File: config.mk
export PLATFORM = sky130hd
export DESIGN_NAME = hazard_ctrl
export DESIGN_NICKNAME = d
export VERILOG_FILES = /design/src/rtl/hazard_ctrl_pkg.sv /design/src/rtl/sat_counter.sv /design/src/rtl/hazard_ctrl.sv
export SDC_FILE = /design/constraint.sdc
export NUM_CORES = 1
export LEC_CHECK = 0
export BUFFER_PORTS_ARGS = -buffer_cell sky130_fd_sc_hd__buf_2
export CAP_MARGIN = 0
export CORE_ASPECT_RATIO = 1.1
export CORE_MARGIN = 2
export CORE_UTILIZATION = 29
export DETAILED_ROUTE_END_ITERATION = 12
export PLACE_DENSITY = 0.51
export SLEW_MARGIN = 20
export SYNTH_ARGS = -nofsm -noshare
export SYNTH_HDL_FRONTEND = slang
export SYNTH_SLANG_ARGS = --single-unit
File: constraint.sdc
create_clock -name clk -period 1.6 [get_ports clk]
set_input_delay 0.16 -clock clk [delete_from_list [all_inputs] [get_ports clk]]
set_output_delay 0.16 -clock clk [all_outputs]
set_load 0.01 [all_outputs]
File: src/rtl/hazard_ctrl_pkg.sv
// Shared definitions for the pipeline hazard controller:
// FSM state encoding and register-file constants.
package hazard_ctrl_pkg;

    localparam int unsigned REG_IDX_W = 5;

    // Architectural zero register: never a real producer, so never a hazard source.
    localparam logic [REG_IDX_W-1:0] REG_X0 = 5'd0;

    typedef enum logic [1:0] {
        RUN      = 2'd0,
        REDIRECT = 2'd1,
        MEM_WAIT = 2'd2
    } hazard_state_t;

endpackage : hazard_ctrl_pkg

File: src/rtl/sat_counter.sv
// Saturating up-counter with synchronous clear.
// Ports: clk, reset_n (sync, active-low), clr (wins over inc), inc,
//        count (holds at all-ones once reached).
module sat_counter #(
    parameter int unsigned CNT_W = 16
) (
    input  logic             clk,
    input  logic             reset_n,
    input  logic             clr,
    input  logic             inc,
    output logic [CNT_W-1:0] count
);

    always_ff @(posedge clk) begin
        if (!reset_n) begin
            count <= '0;
        end else if (clr) begin
            count <= '0;
        end else if (inc && (count != '1)) begin
            count <= count + CNT_W'(1);
        end
    end

endmodule : sat_counter

File: src/rtl/hazard_ctrl.sv
// Pipeline hazard and stall controller for the 5-stage core.
// Resolves, in priority order, data-memory freezes, taken-branch redirects
// (with a fetch-refill window of REDIRECT_CYCLES) and load-use bubbles, and
// keeps saturating stall/flush performance counters.
// Ports:
//   clk, reset_n                      clock, synchronous active-low reset
//   id_rs1/id_rs2, id_uses_rs1/2      ID-stage source operands
//   id_ex_mem_read, id_ex_rd          EX-stage load and its destination
//   ex_mem_taken                      taken control transfer resolved in MEM
//   dmem_req, dmem_ready              data-memory handshake
//   cnt_clr                           clear both counters
//   pc_we .. ex_mem_we                stage register write-enables
//   if_id/id_ex/ex_mem_flush          bubble insertion per stage register
//   stall_count, flush_count          performance counters
//   state_o                           current FSM state
module hazard_ctrl
    import hazard_ctrl_pkg::*;
#(
    parameter int unsigned REDIRECT_CYCLES = 1,
    parameter int unsigned CNT_W           = 16
) (
    input  logic                 clk,
    input  logic                 reset_n,
    input  logic [REG_IDX_W-1:0] id_rs1,
    input  logic [REG_IDX_W-1:0] id_rs2,
    input  logic                 id_uses_rs1,
    input  logic                 id_uses_rs2,
    input  logic                 id_ex_mem_read,
    input  logic [REG_IDX_W-1:0] id_ex_rd,
    input  logic                 ex_mem_taken,
    input  logic                 dmem_req,
    input  logic                 dmem_ready,
    input  logic                 cnt_clr,
    output logic                 pc_we,
    output logic                 if_id_we,
    output logic                 id_ex_we,
    output logic                 ex_mem_we,
    output logic                 if_id_flush,
    output logic                 id_ex_flush,
    output logic                 ex_mem_flush,
    output logic [CNT_W-1:0]     stall_count,
    output logic [CNT_W-1:0]     flush_count,
    output logic [1:0]           state_o
);

    // A zero-length refill window still needs a legal one-bit counter.
    localparam int unsigned RC_W =
        (REDIRECT_CYCLES == 0) ? 1 : $clog2(REDIRECT_CYCLES + 1);
    localparam logic [RC_W-1:0] RC_LOAD = RC_W'(REDIRECT_CYCLES);

    hazard_state_t   state, state_nxt;
    logic [RC_W-1:0] rc_cnt, rc_cnt_nxt;
    logic            freeze;
    logic            load_use;
    logic            redirect_evt;

    assign freeze = dmem_req & ~dmem_ready;

    // x0 is never written, so a load targeting it cannot create a dependency.
    assign load_use = id_ex_mem_read && (id_ex_rd != REG_X0) &&
                      ((id_uses_rs1 && (id_rs1 == id_ex_rd)) ||
                       (id_uses_rs2 && (id_rs2 == id_ex_rd)));

    // State register and redirect down-counter.
    always_ff @(posedge clk) begin
        if (!reset_n) begin
            state  <= RUN;
            rc_cnt <= '0;
        end else begin
            state  <= state_nxt;
            rc_cnt <= rc_cnt_nxt;
        end
    end

    // Next-state and stage-control decode; freeze > redirect > load-use.
    always_comb begin
        state_nxt    = state;
        rc_cnt_nxt   = rc_cnt;
        pc_we        = 1'b1;
        if_id_we     = 1'b1;
        id_ex_we     = 1'b1;
        ex_mem_we    = 1'b1;
        if_id_flush  = 1'b0;
        id_ex_flush  = 1'b0;
        ex_mem_flush = 1'b0;
        redirect_evt = 1'b0;

        if (!reset_n) begin
            pc_we        = 1'b0;
            if_id_we     = 1'b0;
            id_ex_we     = 1'b0;
            ex_mem_we    = 1'b0;
            if_id_flush  = 1'b1;
            id_ex_flush  = 1'b1;
            ex_mem_flush = 1'b1;
            state_nxt    = RUN;
            rc_cnt_nxt   = '0;
        end else if (freeze) begin
            pc_we     = 1'b0;
            if_id_we  = 1'b0;
            id_ex_we  = 1'b0;
            ex_mem_we = 1'b0;
            // A refill window in progress is paused in place, not abandoned.
            if (state != REDIRECT) begin
                state_nxt = MEM_WAIT;
            end
        end else begin
            case (state)
                RUN: begin
                    if (ex_mem_taken) begin
                        if_id_flush  = 1'b1;
                        id_ex_flush  = 1'b1;
                        ex_mem_flush = 1'b1;
                        redirect_evt = 1'b1;
                        if (REDIRECT_CYCLES != 0) begin
                            state_nxt  = REDIRECT;
                            rc_cnt_nxt = RC_LOAD;
                        end
                    end else if (load_use) begin
                        pc_we       = 1'b0;
                        if_id_we    = 1'b0;
                        id_ex_flush = 1'b1;
                    end
                end
                REDIRECT: begin
                    // ID holds a bubble here, so hazards from it are ignored.
                    if_id_flush = 1'b1;
                    id_ex_flush = 1'b1;
                    if (rc_cnt <= RC_W'(1)) begin
                        state_nxt  = RUN;
                        rc_cnt_nxt = '0;
                    end else begin
                        rc_cnt_nxt = rc_cnt - RC_W'(1);
                    end
                end
                MEM_WAIT: begin
                    state_nxt = RUN;
                end
                default: begin
                    state_nxt = RUN;
                end
            endcase
        end
    end

    assign state_o = reset_n ? state : RUN;

    sat_counter #(.CNT_W(CNT_W)) u_stall_cnt (
        .clk     (clk),
        .reset_n (reset_n),
        .clr     (cnt_clr),
        .inc     (~pc_we),
        .count   (stall_count)
    );

    sat_counter #(.CNT_W(CNT_W)) u_flush_cnt (
        .clk     (clk),
        .reset_n (reset_n),
        .clr     (cnt_clr),
        .inc     (redirect_evt),
        .count   (flush_count)
    );

endmodule : hazard_ctrl

==> results of run 1 <==
cell usage after synthesis, types with 2 or more instances:
cell and instances:
mux2i_1 8, inv_1 7, o21a_1 2, and2_1 2
buf_4 3, or4_1 5, or2_2 6, nand4_1 11
o21ai_1 2, and4_1 2, o31a_1 2, and3_1 6
nor4_1 6, xnor2_1 13, o31ai_1 7, xor2_1 11
nor2_1 23, clkbuf_1 5, nand3_1 17, buf_2 4
ha_1 2, or3_1 4, nor3_1 7, inv_2 2
nand2_1 19, dfxtp_1 34, a21oi_1 9, nand2b_1 2
layout make-up:
cell class	count	area, um2
Clock buffer	6	93.8
Clock inverter	2	12.5
Fill cell	593	3080
Inverter	9	41.3
Multi-Input combinational cell	180	1370
Sequential cell	34	712
Tap cell	80	100
Timing Repair Buffer	130	837
Timing Repair inverter	2	15.0
per-layer routing:
metal  part of all wire  up-vias
met5                  0        -
met4             0.0097        0
met3              0.057        4
met2               0.48       62
met1               0.45      977
li1                   -     1096
placed cells by master, fill, tap and decap left out, types with 5 or more instances in the layout:
| cell type | n |
|---|---|
| a21oi_1 | 7 |
| buf_2 | 63 |
| buf_4 | 62 |
| buf_6 | 5 |
| clkbuf_8 | 5 |
| dfxtp_1 | 19 |
| dfxtp_2 | 10 |
| dfxtp_4 | 5 |
| inv_1 | 5 |
| mux2i_1 | 8 |
| nand2_1 | 18 |
| nand3_1 | 13 |
| nand4_1 | 11 |
| nor2_1 | 21 |
| nor4_4 | 5 |
| o31ai_1 | 7 |
| or2_2 | 6 |
| xnor2_1 | 12 |
| xor2_1 | 11 |
worst max-delay path by stage:
| stage | from | endpoint | slack [ps] | cells past startpoint |
|---|---|---|---|---|
| after floorplan | state[0]$_SDFFE_PN0P_ | u_flush_cnt.count[13]$_SDFFE_PP0P_ | -70 | 6 |
| final | state[0]$_SDFFE_PN0P_ | u_stall_cnt.count[2]$_SDFFE_PP0P_ | -190 | 6 |
| after detailed placement | id_ex_rd[1] | u_stall_cnt.count[5]$_SDFFE_PP0P_ | -250 | 9 |
| after CTS | state[0]$_SDFFE_PN0P_ | u_flush_cnt.count[13]$_SDFFE_PP0P_ | -180 | 6 |
| after global routing | state[0]$_SDFFE_PN0P_ | u_stall_cnt.count[2]$_SDFFE_PP0P_ | -260 | 6 |
| after global placement | id_ex_rd[4] | u_stall_cnt.count[5]$_SDFFE_PP0P_ | -200 | 9 |
sequential cells by signal (all words and copies together), names as in the netlist:
register           flops
state                  2
u_stall_cnt.count     16
u_flush_cnt.count     16
stage by stage:
stage | total power [uW] | util | hold slack (ps) | setup WS [ps] | TNS [ps]
4_1_cts | 1860 | 0.491 | 213 | -179 | -3040
5_1_grt | 1940 | 0.508 | 221 | -263 | -5280
6_report | 1860 | 0.508 | 221 | -186 | -2820
2_1_floorplan | 990 | - | 308 | -67.8 | -514
3_3_place_gp | 1100 | 0.449 | 495 | -202 | -4000
3_5_place_dp | 1100 | 0.449 | 509 | -254 | -5070
what timing repair did:
item                                    CTS  global route
resized for setup                        23            20
gates cloned                              5             0
pin swaps                                18            12
endpoints found under the setup margin   33            34
buffers inserted                          3             1
power groups by stage:
| stage | sequential (uW) | combinational (uW) | clock [uW] |
|---|---|---|---|
| after floorplan | 872 | 118 | 0 |
| after global placement | 868 | 228 | 0 |
| after detailed placement | 867 | 229 | 0 |
| after CTS | 849 | 249 | 763 |
| after global routing | 850 | 285 | 800 |
| final | 849 | 262 | 749 |
critical path, cell delays in order, from the launching register on:
cell and delay, ps:
dfxtp_2 330, nor2_2 130, and4_1 230, a21o_4 210, clkinvlp_4 150, or4_4 530
a21oi_2 140
kinds of logic (layout without fill, tap and decap cells):
logic type / after synthesis / after routing / share of synthesized area
multiplexers: 8 / 8 / 0.0422
AO/OA/AOI/OAI: 29 / 29 / 0.111
flip-flops: 34 / 34 / 0.359
AND/OR/NAND/NOR: 114 / 117 / 0.314
buffers and inverters: 21 / 149 / 0.0501
adder cells (fa/ha/maj): 2 / 2 / 0.0132
XOR/XNOR: 24 / 24 / 0.111
==> out/metrics.cfg, run 1 <==
[detailed_routing]
wl_per_cell_um = 12.8
drt-total-wl_mm = 5.69
first_pass_iters = 4
detail-route-antenna-nets = 0
drc = 0
vias = 2139
drt_iter0_markers = 60
via_per_inst = 4.83

[worst_setup_path]
r2r_cells = 6
worstReg2RegStart = state[0]$_SDFFE_PN0P_
cp_max_fo = 5
startpoint_type = flip-flop
cp.arrival_ps = 2000
worstSetupEndpointType = flip-flop
crit_type = reg -> reg
required_ps = 1820
r2r-end = u_stall_cnt.count[2]$_SDFFE_PP0P_
r2r_setup_slack_ps = -190

[yosys]
ys_types = 39
ys_seq_elements = 34
avgSynthCellArea_um2 = 8.18
synthFlopType = dfxtp_1
synth_cells = 232
mappedNetlistArea_um2 = 1900
synthTopCellsByArea = dfxtp_1 (36%), xnor2_1 (6.0%), xor2_1 (5.1%), nor2_1 (4.5%), nand3_1 (4.5%)
yosys_warnings = 0
synth_edf_count = 0
synth-async-reset-ratio = 0
seq_area_frac_synth = 0.359
synth_top_area_frac = 0.359
syn-num-nets = 258
synth_top_area_cell = dfxtp_1

[cts]
clockRootBuffer = clkbuf_8
numCtsBuffers = 5
clock_latency_ps = 290
clkSinkCount = 34
clk_pin_slew_worst_paths_ps = 80
htreeDepth = 2
postCtsHoldBufs = 0
clockBufferDepth = 2
cts_tree = built

[hold_path]
worstHoldEndpoint = state[0]$_SDFFE_PN0P_
hp-start = reset_n
hold_class = in -> reg
worstHoldPathCells = 4

[timing]
maxSlewViolCount = 0
setup_viol = 26
timing.fmax_mhz = 560
grt_setup_unrepaired = true
fin_crit_sh = 1.12
period_needed_ps = 1790
fin_skew_ps = 5.47
hold_viol = 0
slew_headroom = 0.729
worstMarginPinSlew_ps = 407
fin_ws_ps = -186

[floorplanning]
io_pins = 65
die_width_um = 81.1
initial_core_util = 0.303
die_area_um2 = 7210
coreArea_um2 = 6270
rows = 30
die_y_um = 88.9

[pwr]
switchingPower_uw = 481
switching_share = 0.259
pwr-share-clk = 0.403
p_per_area_nw_per_um2 = 584
p_int_uw = 1380
power_leakage_uw = 0.00132
seqPwrFrac = 0.457
max-vdd-ir-drop_v = 0.000353
pwr-share-comb = 0.141

[global_route]
grt_pass1_vias = 2070
grtUsageMet3 = 0.0327
grt_overflow = 0
grt_use_met1 = 0.217
antenna_found_initial = 0
grt_max_degree = 13
grt_pass1_wl_mm = 9.29
grtUsageTotal = 0.164
gr-usage-met2 = 0.271
busiest_layer = met2

[place]
gp_congestion = 0.750
numPortBuffers = 64
hpwl_mm = 4.02
dp_cells = 426
postPlaceCellArea_um2 = 2810

[layout]
drive_gt1_frac = 0.548
syn_to_final_growth_pct = 67.8
diodes = 0
final_area_um2 = 3180
nets = 388
final_cells = 443

[run]
cap_viol_max_count = 0

[run_status]
status = complete, but fails checks
violations = setup timing

No activity file was read; power rests on OpenSTA's default activity.
==> run 2, diff against run 1 <==
--- a/config.mk
+++ b/config.mk
@@ -16,3 +16,4 @@
 export SYNTH_ARGS = -nofsm -noshare
 export SYNTH_HDL_FRONTEND = slang
 export SYNTH_SLANG_ARGS = --single-unit
+export TNS_END_PERCENT = 10
==> out/metrics.cfg, run 2 (same netlist as run 1, synthesis figures left out) <==
[pwr]
p_per_area_nw_per_um2 = 599  ; was 584 nW/um2
power_leakage_uw = 0.00128  ; was 0.00132 uW
max-vdd-ir-drop_v = 0.000303  ; was 0.000353 V

[timing]
worstMarginPinSlew_ps = 362  ; was 407 ps
fin_crit_sh = 1.09  ; was 1.12
period_needed_ps = 1750  ; was 1790 ps
fin_skew_ps = 4.50  ; was 5.47 ps
timing.fmax_mhz = 572  ; was 560 MHz
fin_ws_ps = -149  ; was -186 ps
hold_viol = 0  ; unchanged
setup_viol = 28  ; was 26
slew_headroom = 0.757  ; was 0.729
maxSlewViolCount = 0  ; unchanged
grt_setup_unrepaired = true  ; unchanged

[worst_setup_path]
r2r_setup_slack_ps = -150  ; was -190 ps
cp.arrival_ps = 1970  ; was 2000 ps
cp_max_fo = 3  ; was 5
worstSetupEndpointType = flip-flop  ; unchanged
worstReg2RegStart = state[0]$_SDFFE_PN0P_  ; unchanged
r2r_cells = 6  ; unchanged
crit_type = reg -> reg  ; unchanged
startpoint_type = flip-flop  ; unchanged
r2r-end = u_flush_cnt.count[13]$_SDFFE_PP0P_  ; was u_stall_cnt.count[2]$_SDFFE_PP0P_
slowest_delay_ps = 460  ; was 530 ps
worstSetupStartpoint = state[0]$_SDFFE_PN0P_  ; unchanged
crit_family = simple AND/OR/NAND/NOR gates  ; unchanged
required_ps = 1820  ; about the same
crit_slowest_cell = or4_4  ; unchanged
path_cells = nand2b_4 -> or4_4 -> a41oi_4 -> nand3_2 -> or3_1 -> a21oi_1  ; was nor2_2 -> and4_1 -> a21o_4 -> clkinvlp_4 -> or4_4 -> a21oi_2
crit_buf_inv = 0  ; was 1

[place]
numPortBuffers = 64  ; unchanged
dp_cells = 424  ; was 426
hpwl_mm = 3.98  ; was 4.02 mm
gp_congestion = 0.768  ; was 0.750
place_ws_ps = -286  ; was -254 ps

[detailed_routing]
detail-route-antenna-nets = 0  ; unchanged
wl_per_cell_um = 12.0  ; was 12.8 um
drt-total-wl_mm = 5.22  ; was 5.69 mm
vias = 2085  ; was 2139
drt_iter0_markers = 50  ; was 60
drc = 0  ; unchanged
first_pass_iters = 4  ; unchanged
via_per_inst = 4.78  ; was 4.83

[global_route]
grt_pass1_wl_mm = 8.34  ; was 9.29 mm
grtUsageMet3 = 0.0337  ; was 0.0327
busiest_layer = met2  ; unchanged
grtUsageTotal = 0.148  ; was 0.164
grt_pass1_vias = 1923  ; was 2070
gr-usage-met2 = 0.246  ; was 0.271
grt_max_degree = 22  ; was 13
grt_overflow = 0  ; unchanged
antenna_found_initial = 0  ; unchanged
grt_use_met1 = 0.186  ; was 0.217

[cts]
clock_latency_ps = 280  ; was 290 ps
clockBufferDepth = 2  ; unchanged
clk_pin_slew_worst_paths_ps = 70  ; was 80 ps
cts_tree = built  ; unchanged
htreeDepth = 2  ; unchanged
numCtsBuffers = 5  ; unchanged
clkSinkCount = 34  ; unchanged
clockRootBuffer = clkbuf_8  ; unchanged

[layout]
syn_to_final_growth_pct = 55.2  ; was 67.8%
postLayoutCoreUtil = 0.470  ; was 0.508
reg_top3 = u_flush_cnt.count x16, u_stall_cnt.count x16, state x2  ; unchanged
final_cell_mix = buf_2 (64), buf_4 (62), dfxtp_1 (23)  ; was buf_2 (63), buf_4 (62), nor2_1 (21)
diodes = 0  ; unchanged
final_common_cell = buf_2  ; unchanged
final_cells = 436  ; was 443
nets = 381  ; was 388
drive_gt1_frac = 0.486  ; was 0.548

[floorplanning]
io_pins = 65  ; unchanged
rows = 30  ; unchanged
initial_core_util = 0.303  ; unchanged
die_width_um = 81.1  ; unchanged
die_y_um = 88.9  ; unchanged
coreArea_um2 = 6270  ; unchanged
die_area_um2 = 7210  ; unchanged

[hold_path]
hold_class = in -> reg  ; unchanged
worstHoldEndpoint = state[1]$_SDFFE_PN0P_  ; was state[0]$_SDFFE_PN0P_
hp-start = dmem_req  ; was reset_n
worstHoldPathCells = 3  ; was 4

[run_status]
violations = setup timing  ; unchanged
status = complete, but fails checks  ; unchanged

[run]
cap_viol_max_count = 0  ; unchanged

[run 2: what timing repair did]
action / CTS / global route
resized for setup: 6 / 8
endpoints found under the setup margin: 32 / 34
endpoints found under the hold margin: 0 / 0
pin swaps: 9 / 4
hold buffers: 0 / 0
setup buffers: 1 / 2
gates cloned: 1 / 0
[run 2: layer usage]
| metal | vias up | wire (um) |
|---|---|---|
| li1 | 1071 | - |
| met1 | 952 | 2410 |
| met2 | 60 | 2470 |
| met3 | 2 | 297 |
| met4 | 0 | 40 |
| met5 | - | 0 |
[run 2: final cells by class]
cell class	count	area [um2]
Timing Repair Buffer	127	797
Timing Repair inverter	1	7.51
Multi-Input combinational cell	177	1210
Clock buffer	6	82.6
Sequential cell	34	694
Fill cell	624	3320
Inverter	9	38.8
Tap cell	80	100
Clock inverter	2	12.5
[run 2: where the power goes]
| group | switching, uW | total [uW] | internal (uW) |
|---|---|---|---|
| Sequential | 3.54 | 855 | 852 |
| Combinational | 121 | 240 | 119 |
| Clock | 324 | 670 | 346 |
| Total | 449 | 1770 | 1320 |
[run 2: how the worst max path moves through the flow]
stage | endpoint | slack [ps] | cells after the start
5_1_grt | u_flush_cnt.count[9]$_SDFFE_PP0P_ | -220 | 7
3_5_place_dp | u_stall_cnt.count[6]$_SDFFE_PP0P_ | -290 | 8
2_1_floorplan | u_stall_cnt.count[12]$_SDFFE_PP0P_ | -70 | 5
4_1_cts | u_flush_cnt.count[15]$_SDFFE_PP0P_ | -160 | 7
3_3_place_gp | u_stall_cnt.count[3]$_SDFFE_PP0P_ | -200 | 8
6_report | u_flush_cnt.count[13]$_SDFFE_PP0P_ | -150 | 6
[run 2: worst reg2reg max path, stage by stage, from the launching register on]
cell and delay, ps:
dfxtp_2 330, nand2b_4 130, or4_4 460, a41oi_4 220
nand3_2 100, or3_1 310, a21oi_1 140
[run 2: stage by stage]
| stage | power, uW | TNS (ps) | area (um2) | hold WS, ps |
|---|---|---|---|---|
| after floorplan | 995 | -814 | 1950 | 308 |
| after global placement | 1090 | -4000 | 2750 | 472 |
| after detailed placement | 1100 | -5190 | 2750 | 469 |
| after CTS | 1790 | -2400 | 2890 | 154 |
| after global routing | 1850 | -5050 | 2950 | 181 |
| final | 1770 | -2270 | 2950 | 173 |
==> run 3, diff against run 2 <==
--- a/config.mk
+++ b/config.mk
@@ -11,7 +11,6 @@
 export CORE_MARGIN = 2
 export CORE_UTILIZATION = 29
 export DETAILED_ROUTE_END_ITERATION = 12
-export PLACE_DENSITY = 0.51
 export SLEW_MARGIN = 20
 export SYNTH_ARGS = -nofsm -noshare
 export SYNTH_HDL_FRONTEND = slang
==> out/metrics.cfg, run 3 (same netlist as run 1, synthesis figures left out) <==
[hold_path]
hp-start = dmem_req  ; unchanged
worstHoldPathCells = 3  ; unchanged
worstHoldEndpoint = state[1]$_SDFFE_PN0P_  ; unchanged
hold_class = in -> reg  ; unchanged

[timing]
maxSlewViolCount = 0  ; unchanged
fin_ws_ps = -145  ; was -149 ps
worstMarginPinSlew_ps = 326  ; was 362 ps
hold_slack_ps = 186  ; was 173 ps
grt_setup_unrepaired = true  ; unchanged
period_needed_ps = 1750  ; about the same
setup_viol = 28  ; unchanged
fin_crit_sh = 1.09  ; about the same
timing.fmax_mhz = 573  ; was 572 MHz
hold_viol = 0  ; unchanged
slew_headroom = 0.780  ; was 0.757
fin_skew_ps = 3.88  ; was 4.50 ps

[pwr]
p_per_area_nw_per_um2 = 605  ; was 599 nW/um2
power_uw = 1760  ; was 1770 uW
power_leakage_uw = 0.00127  ; was 0.00128 uW
max-vdd-ir-drop_v = 0.000291  ; was 0.000303 V

[detailed_routing]
via_per_inst = 4.82  ; was 4.78
vias = 2071  ; was 2085
drt_iter0_markers = 68  ; was 50
top_layer = met4  ; unchanged
drt-total-wl_mm = 5.17  ; was 5.22 mm
wirelength_met1_mm = 2.32  ; was 2.41 mm
routed-wl-met2_mm = 2.53  ; was 2.47 mm
first_pass_iters = 5  ; was 4
wl_per_cell_um = 12.0  ; about the same
detail-route-antenna-nets = 0  ; unchanged
drc = 0  ; unchanged
met3_length_um = 243  ; was 297 um

[global_route]
grt_pass1_wl_mm = 8.51  ; was 8.34 mm
antenna_found_initial = 0  ; unchanged
grt_max_degree = 24  ; was 22
grt_overflow = 0  ; unchanged
grt_pass1_vias = 1986  ; was 1923
grtUsageTotal = 0.148  ; about the same

[cts]
htreeDepth = 2  ; unchanged
clockBufferDepth = 2  ; unchanged
clk_pin_slew_worst_paths_ps = 80  ; was 70 ps
cts_tree = built  ; unchanged
clock_latency_ps = 280  ; about the same
clockRootBuffer = clkbuf_8  ; unchanged
clkSinkCount = 34  ; unchanged
numCtsBuffers = 5  ; unchanged

[floorplanning]
rows = 30  ; unchanged
io_pins = 65  ; unchanged
die_width_um = 81.1  ; unchanged
die_area_um2 = 7210  ; unchanged
die_y_um = 88.9  ; unchanged
coreArea_um2 = 6270  ; unchanged
initial_core_util = 0.303  ; unchanged

[worst_setup_path]
crit_type = reg -> reg  ; unchanged
r2r_cells = 6  ; unchanged
r2r-end = u_flush_cnt.count[13]$_SDFFE_PP0P_  ; unchanged
startpoint_type = flip-flop  ; unchanged
worstReg2RegStart = state[0]$_SDFFE_PN0P_  ; unchanged
r2r_setup_slack_ps = -150  ; about the same
required_ps = 1820  ; about the same
cp_max_fo = 4  ; was 3
cp.arrival_ps = 1960  ; was 1970 ps
worstSetupEndpointType = flip-flop  ; unchanged

[place]
numPortBuffers = 64  ; unchanged
hpwl_mm = 4.00  ; was 3.98 mm
gp_congestion = 0.798  ; was 0.768
place_ws_ps = -269  ; was -286 ps

[run_status]
status = complete, but fails checks  ; unchanged
violations = setup timing  ; unchanged

[run]
cap_viol_max_count = 0  ; unchanged

[layout]
final_cell_mix = buf_2 (64), buf_4 (57), dfxtp_1 (23)  ; was buf_2 (64), buf_4 (62), dfxtp_1 (23)
nets = 375  ; was 381
syn_to_final_growth_pct = 53.6  ; was 55.2%
final_common_cell = buf_2  ; unchanged
diodes = 0  ; unchanged
drive_gt1_frac = 0.483  ; was 0.486
reg_top3 = u_flush_cnt.count x16, u_stall_cnt.count x16, state x2  ; unchanged

-- run 3: how the worst max path moves through the flow --
stage / start / to / slack (ps)
after CTS: state[0]$_SDFFE_PN0P_ / u_flush_cnt.count[15]$_SDFFE_PP0P_ / -150
after global routing: state[0]$_SDFFE_PN0P_ / u_flush_cnt.count[13]$_SDFFE_PP0P_ / -240
after floorplan: u_stall_cnt.count[4]$_SDFFE_PP0P_ / u_stall_cnt.count[12]$_SDFFE_PP0P_ / -70
after detailed placement: id_ex_rd[4] / u_stall_cnt.count[6]$_SDFFE_PP0P_ / -270
final: state[0]$_SDFFE_PN0P_ / u_flush_cnt.count[13]$_SDFFE_PP0P_ / -150
after global placement: id_ex_rd[4] / u_stall_cnt.count[3]$_SDFFE_PP0P_ / -190
-- run 3: cell type report --
class                      count  area (um2)
sequential                    34         694
tap                           80         100
fill                         623        3350
clock buffer                   6        82.6
inverter                       9        36.3
timing repair buffer         122         759
multi-input combinational    177        1230
clock inverter                 2        12.5
-- run 3: where the power goes --
group	total, uW	leakage, uW	internal, uW	switching [uW]
Combinational	234	0.000942	119	115
Clock	674	0.0000472	346	328
Sequential	856	0.000280	852	4.09
-- run 3: worst max-delay path, cell delays in order, from the launching register on --
cell and delay, ps:
dfxtp_2 340, nand2b_4 130, or4_4 460, a41oi_4 220, nand3_2 90, or3_1 310, a21oi_1 130
-- run 3: metrics by stage --
stage               instance area, um2  utilization  std cells  TNS (ps)
global route                      2920        0.465        430     -5460
CTS                               2850        0.455        429     -2810
finish                            2920        0.465        430     -2470
detailed placement                2710        0.433        419     -5270
global placement                  2710        0.433        419     -3780
floorplan                         1950            -        232      -814
-- run 3: timing repair --
item / CTS / global route
endpoints found under the setup margin: 31 / 34
hold buffers: 0 / 0
gates resized for setup: 6 / 10
pin swaps: 2 / 5
gates cloned: 0 / 0
buffers inserted: 2 / 1
-- run 3: routing by layer --
layer / track usage / up-vias
met5: 0 / -
met4: 0.0493 / 0
met3: 0.0327 / 6
met2: 0.253 / 56
met1: 0.183 / 952
li1: - / 1057
